--- src/rtl/bram_s18_pkg.sv ---
// Shared types and sizes for the 18-bit block-RAM arbiter slice.
package bram_s18_pkg;

    localparam int unsigned RAM_DEPTH = 1024;
    localparam int unsigned RAM_DW    = 16;
    localparam int unsigned RAM_PW    = 2;

    typedef enum logic {ST_CLEAR, ST_RUN} state_e;
    typedef enum logic {PORT_A, PORT_B} port_e;

endpackage

--- src/rtl/bram_s18_arbiter_rr_arb2.sv ---
// Two-input round-robin arbiter: combinational grant, registered priority pointer.
module rr_arb2
    import bram_s18_pkg::*;
(
    input  logic       clk,
    input  logic       rst_n,
    input  logic       en,
    input  logic [1:0] req,
    output logic [1:0] gnt
);

    port_e ptr_q, ptr_d;

    always_comb begin
        gnt = '0;
        if (en) begin
            if (req == 2'b11) gnt = (ptr_q == PORT_A) ? 2'b01 : 2'b10;
            else              gnt = req;
        end
        // The pointer moves to the loser after any grant, holds otherwise.
        ptr_d = ptr_q;
        if (gnt[0])      ptr_d = PORT_B;
        else if (gnt[1]) ptr_d = PORT_A;
    end

    always_ff @(posedge clk) begin
        if (!rst_n) ptr_q <= PORT_A;
        else        ptr_q <= ptr_d;
    end

endmodule

--- src/rtl/bram_s18_arbiter.sv ---
// Shares one 1Kx18 single-port block RAM between ports A and B, with an
// optional post-reset clear sweep before any requester is served.
module bram_s18_arbiter
    import bram_s18_pkg::*;
#(
    parameter int unsigned           ADDR_W         = 10,
    parameter int unsigned           DATA_W         = 18,
    parameter bit                    CLEAR_ON_RESET = 1'b1,
    parameter logic [DATA_W-1:0]     CLEAR_VAL      = '0
) (
    input  logic              CLK,
    input  logic              RST_N,
    input  logic              A_REQ,
    input  logic              A_WE,
    input  logic [ADDR_W-1:0] A_ADDR,
    input  logic [DATA_W-1:0] A_WDATA,
    output logic              A_GNT,
    output logic              A_RVALID,
    output logic [DATA_W-1:0] A_RDATA,
    input  logic              B_REQ,
    input  logic              B_WE,
    input  logic [ADDR_W-1:0] B_ADDR,
    input  logic [DATA_W-1:0] B_WDATA,
    output logic              B_GNT,
    output logic              B_RVALID,
    output logic [DATA_W-1:0] B_RDATA,
    output logic              RAM_EN,
    output logic              RAM_WE,
    output logic              RAM_SSR,
    output logic [ADDR_W-1:0] RAM_ADDR,
    output logic [15:0]       RAM_DI,
    output logic [1:0]        RAM_DIP,
    input  logic [15:0]       RAM_DO,
    input  logic [1:0]        RAM_DOP,
    output logic              BUSY
);

    localparam state_e RST_STATE = CLEAR_ON_RESET ? ST_CLEAR : ST_RUN;

    state_e              state_q, state_d;
    logic [ADDR_W-1:0]   cnt_q, cnt_d;
    logic                busy_q, busy_d;
    logic                rsp_vld_q, rsp_vld_d;
    port_e               rsp_owner_q, rsp_owner_d;

    logic [1:0]          gnt;
    logic                win_we;
    logic [ADDR_W-1:0]   win_addr;
    logic [DATA_W-1:0]   win_wdata;

    rr_arb2 u_arb (
        .clk   (CLK),
        .rst_n (RST_N),
        .en    (state_q == ST_RUN),
        .req   ({B_REQ, A_REQ}),
        .gnt   (gnt)
    );

    assign A_GNT   = gnt[0];
    assign B_GNT   = gnt[1];
    assign RAM_SSR = 1'b0;
    assign BUSY    = busy_q;

    always_comb begin
        win_we    = gnt[1] ? B_WE    : A_WE;
        win_addr  = gnt[1] ? B_ADDR  : A_ADDR;
        win_wdata = gnt[1] ? B_WDATA : A_WDATA;

        RAM_EN   = 1'b0;
        RAM_WE   = 1'b0;
        RAM_ADDR = '0;
        RAM_DI   = '0;
        RAM_DIP  = '0;

        state_d     = state_q;
        cnt_d       = cnt_q;
        rsp_vld_d   = 1'b0;
        rsp_owner_d = gnt[1] ? PORT_B : PORT_A;

        if (state_q == ST_CLEAR) begin
            RAM_EN   = 1'b1;
            RAM_WE   = 1'b1;
            RAM_ADDR = cnt_q;
            RAM_DI   = CLEAR_VAL[RAM_DW-1:0];
            RAM_DIP  = CLEAR_VAL[RAM_DW +: RAM_PW];
            cnt_d    = cnt_q + ADDR_W'(1);
            if (cnt_q == '1) state_d = ST_RUN;
        end else if (|gnt) begin
            RAM_EN    = 1'b1;
            RAM_WE    = win_we;
            RAM_ADDR  = win_addr;
            RAM_DI    = win_wdata[RAM_DW-1:0];
            RAM_DIP   = win_wdata[RAM_DW +: RAM_PW];
            rsp_vld_d = !win_we;
        end

        busy_d = (state_d == ST_CLEAR);
    end

    always_ff @(posedge CLK) begin
        if (!RST_N) begin
            state_q     <= RST_STATE;
            cnt_q       <= '0;
            busy_q      <= CLEAR_ON_RESET;
            rsp_vld_q   <= 1'b0;
            rsp_owner_q <= PORT_A;
        end else begin
            state_q     <= state_d;
            cnt_q       <= cnt_d;
            busy_q      <= busy_d;
            rsp_vld_q   <= rsp_vld_d;
            rsp_owner_q <= rsp_owner_d;
        end
    end

    // Read data is a straight pass-through of the RAM output to the owning port.
    always_comb begin
        A_RVALID = rsp_vld_q && (rsp_owner_q == PORT_A);
        B_RVALID = rsp_vld_q && (rsp_owner_q == PORT_B);
        A_RDATA  = A_RVALID ? {RAM_DOP, RAM_DO} : '0;
        B_RDATA  = B_RVALID ? {RAM_DOP, RAM_DO} : '0;
    end

endmodule

--- config.mk ---
export PLATFORM = sky130hd
export DESIGN_NAME = bram_s18_arbiter
export DESIGN_NICKNAME = d
export VERILOG_FILES = /design/src/rtl/bram_s18_pkg.sv /design/src/rtl/bram_s18_arbiter_rr_arb2.sv /design/src/rtl/bram_s18_arbiter.sv
export SDC_FILE = /design/constraint.sdc
export NUM_CORES = 1
export LEC_CHECK = 0
export ABC_AREA = 0
export CAP_MARGIN = 20
export CORE_MARGIN = 8
export CORE_UTILIZATION = 50
export CTS_CLUSTER_DIAMETER = 100
export DETAILED_ROUTE_END_ITERATION = 10
export DONT_BUFFER_PORTS = 1
export HOLD_SLACK_MARGIN = 0.02
export MAX_ROUTING_LAYER = met4
export PLACE_DENSITY = 0.72
export SETUP_SLACK_MARGIN = 0.1
export SYNTH_ARGS = -nofsm -noshare
export SYNTH_HDL_FRONTEND = slang
export SYNTH_SLANG_ARGS = --single-unit
--- constraint.sdc ---
create_clock -name CLK -period 2.4 [get_ports CLK]
set_clock_uncertainty 0.15 [all_clocks]
set_input_delay 0.72 -clock CLK [delete_from_list [all_inputs] [get_ports CLK]]
set_output_delay 0.72 -clock CLK [all_outputs]
set_load 0.02 [all_outputs]
==> metrics.txt <==
vias in the first global route=roughly 1.5k; Worst-Skew Late Latency=0.29 ns; setup ws final=-0.0124 ns; Die Height=around 70 um; CP endpoint kind=output port; Num CTS Buffers=3; CTS clk-pin slew, worst paths=around 0.09 ns; crit-path max FO=5; IO Pins=around 150; clk sinks=15; Final setup viols=7; Syn Inst Count=just over 200; synth warn=0; pwr/cell area=approximately 250 mW/mm^2; first-pass GRT wire length=just under 8 mm; GRT overflow=0; final hold vios=0; CTS Buffer Depth=2; DRT met1 WL=around 1.8 mm; n_diodes=0; post-synthesis sequential area ratio=0.215; largest net degree at the start of global routing=20; crit start category=input pin; flops & latches, synth=15; WL/cell=roughly 23 um; post-CTS setup buffer count=0; fmax=415 MHz; Tmin final=around 2.4 ns; Met3 Routed Length=between 600 and 700 um; DPL Wire Length=between 4 and 5 mm; Residual DRC=0; DRT Pass-1 Iters=4; H-tree level count=1; commonest cells after routing, fill and taps aside=nand2_1 (35), and2_1 (28), and3_1 (19), a21oi_4 (18), buf_4 (16); fin. max-slew vios=0; Vias=~1.5k; WP data required=~1.5 ns; hold buffers post-CTS=0; Total GRT Usage=0.223; synthesized area=about 0.0014 mm^2; setup TNS=-0.0438 ns; Mean Syn Cell Area=6.84 um^2; Synth cell types=29; die area=0.00474 mm^2; RSZ-0062 raised after global routing=yes; Post-Syn Nets=between 200 and 300; CTS tree=done; met2 WL post-DR=roughly 3.1 mm; routability cong.=approximately 0.79; routed wire length=5.68 mm; Initial DRC Count=87; fillers=228; status=finished, violations left; # rows=19; CORE AREA=0.00271 mm^2; Max IR drop VDD=~300 uV; initial antenna violation count=0; failing checks=setup timing; Post-DRT Antenna Nets=0; drt via density=between 6 and 7; Chip Width=around 69 um; Hold Slack=0.399 ns; initial core utilization=0.515; Layout area overhead=32.6%; worst path arrival time=1.54 ns; LEAKAGE=approximately 0.83 nW; port bufs=0; most common library cell in the layout ignoring fill and taps=nand2_1; Tcrit/Tclk final=1.01; top sig layer=met4; CTS Root Buffer Type=clkbuf_4; Hold Path Class=input pin to register; share of post-route cells with drive strength above 1=0.272; Max Cap Viol=0; critical path class=input pin to output port; nets@finish=around 300
## metal layers
metal | vias to the layer above | track usage
met1 | 682 | 0.209
met4 | 0 | 0.0802
li1 | 699 | -
met3 | 14 | 0.0565
met5 | - | -
met2 | 86 | 0.422
## metrics by stage
step / setup WS, ns / area (um^2) / cells / utilization / power (mW)
detailed placement: -0.0501 / 1770 / 239 / 0.651 / 0.319
global route: -0.0639 / 1850 / 244 / 0.683 / 0.475
finish: -0.0124 / 1850 / 244 / 0.683 / 0.459
CTS: 0.00342 / 1840 / 244 / 0.677 / 0.461
global placement: -0.0259 / 1770 / 239 / 0.651 / 0.317
floorplan: 0.0128 / 1640 / 204 / - / 0.310
## Yosys cell counts
| library cell | n | area, um^2 |
|---|---|---|
| o21a_1 | 2 | 15.0 |
| xnor2_1 | 8 | 70.1 |
| nor4_1 | 1 | 6.26 |
| inv_1 | 12 | 45.0 |
| mux2i_1 | 11 | 110 |
| nand4b_4 | 1 | 23.8 |
| nand4_1 | 1 | 6.26 |
| nor4_2 | 1 | 12.5 |
| a21o_1 | 1 | 7.51 |
| dfxtp_1 | 15 | 300 |
| buf_6 | 2 | 22.5 |
| nand4b_1 | 1 | 8.76 |
| nor2b_1 | 3 | 18.8 |
| ha_1 | 1 | 12.5 |
| nor3_1 | 3 | 15.0 |
| a21boi_0 | 1 | 7.51 |
| clkbuf_1 | 8 | 30.0 |
| and2_1 | 28 | 175 |
| and3_1 | 19 | 119 |
| o21ai_0 | 5 | 25.0 |
| nand3_1 | 1 | 5.00 |
| or3_1 | 1 | 6.26 |
| nand2_1 | 39 | 146 |
| buf_2 | 6 | 30.0 |
| nor2_1 | 1 | 3.75 |
| a21oi_1 | 20 | 100 |
| buf_4 | 1 | 7.51 |
| conb_1 | 1 | 3.75 |
| o22ai_1 | 10 | 62.6 |
## layout make-up
cell class,instances,area (um^2),area share
well taps,31,38.8,0.0209
clock inverters,1,5.00,0.00270
inverters,12,47.5,0.0257
repair buffers,22,205,0.111
flip-flops and latches,15,302,0.163
clock buffers,3,22.5,0.0122
multi-input cells,160,1230,0.665
## kinds of logic (layout without fill, tap and decap cells)
kind of cell             after synthesis  in the layout  share of synthesized area
AO/OA/AOI/OAI                         39             39                      0.156
XOR/XNOR                               8              8                     0.0502
adder cells (fa/ha/maj)                1              1                    0.00896
buffers and inverters                 29             38                     0.0968
flip-flops                            15             15                      0.215
multiplexers                          11             11                     0.0789
other                                  1              1                    0.00269
AND/OR/NAND/NOR                      100            100                      0.392
## worst paths after layout
path,startpoint,endpoint,slack (ns),depth (start not counted)
worst max-delay path,B_REQ,RAM_ADDR[4],-0.01,6
worst max register to register,cnt_q[0],cnt_q[6],0.83,5
worst min-delay path,RST_N,cnt_q[2],0.40,1
worst min register to register,cnt_q[7],cnt_q[7],0.40,2
## timing repair
item	CTS	global route
setup endpoints to repair	29	29
cloned	1	0
resized for setup	13	2
pin swaps	4	2
hold endpoints to repair	0	0
## state kept, by name, indices dropped and copies added (netlist names)
signal	cells
rsp_vld_q	1
state_q	1
cnt_q	10
rsp_owner_q	1
u_arb.ptr_q	1
BUSY	1
## worst max-delay path: stages
cell	delay [ns]
nand2_4	0.03
a21o_4	0.21
buf_6	0.14
mux2i_1	0.12
o22ai_1	0.14
buf_4	0.17
## power by group
group	switching, mW	leakage (nW)	internal, mW	total [mW]
registers	0.00696	0.122	0.253	0.260
logic	0.0323	0.693	0.0218	0.0542
clock network	0.0826	0.0177	0.0620	0.145
total	0.122	0.832	0.337	0.459
(Power assumes the default switching activity.)
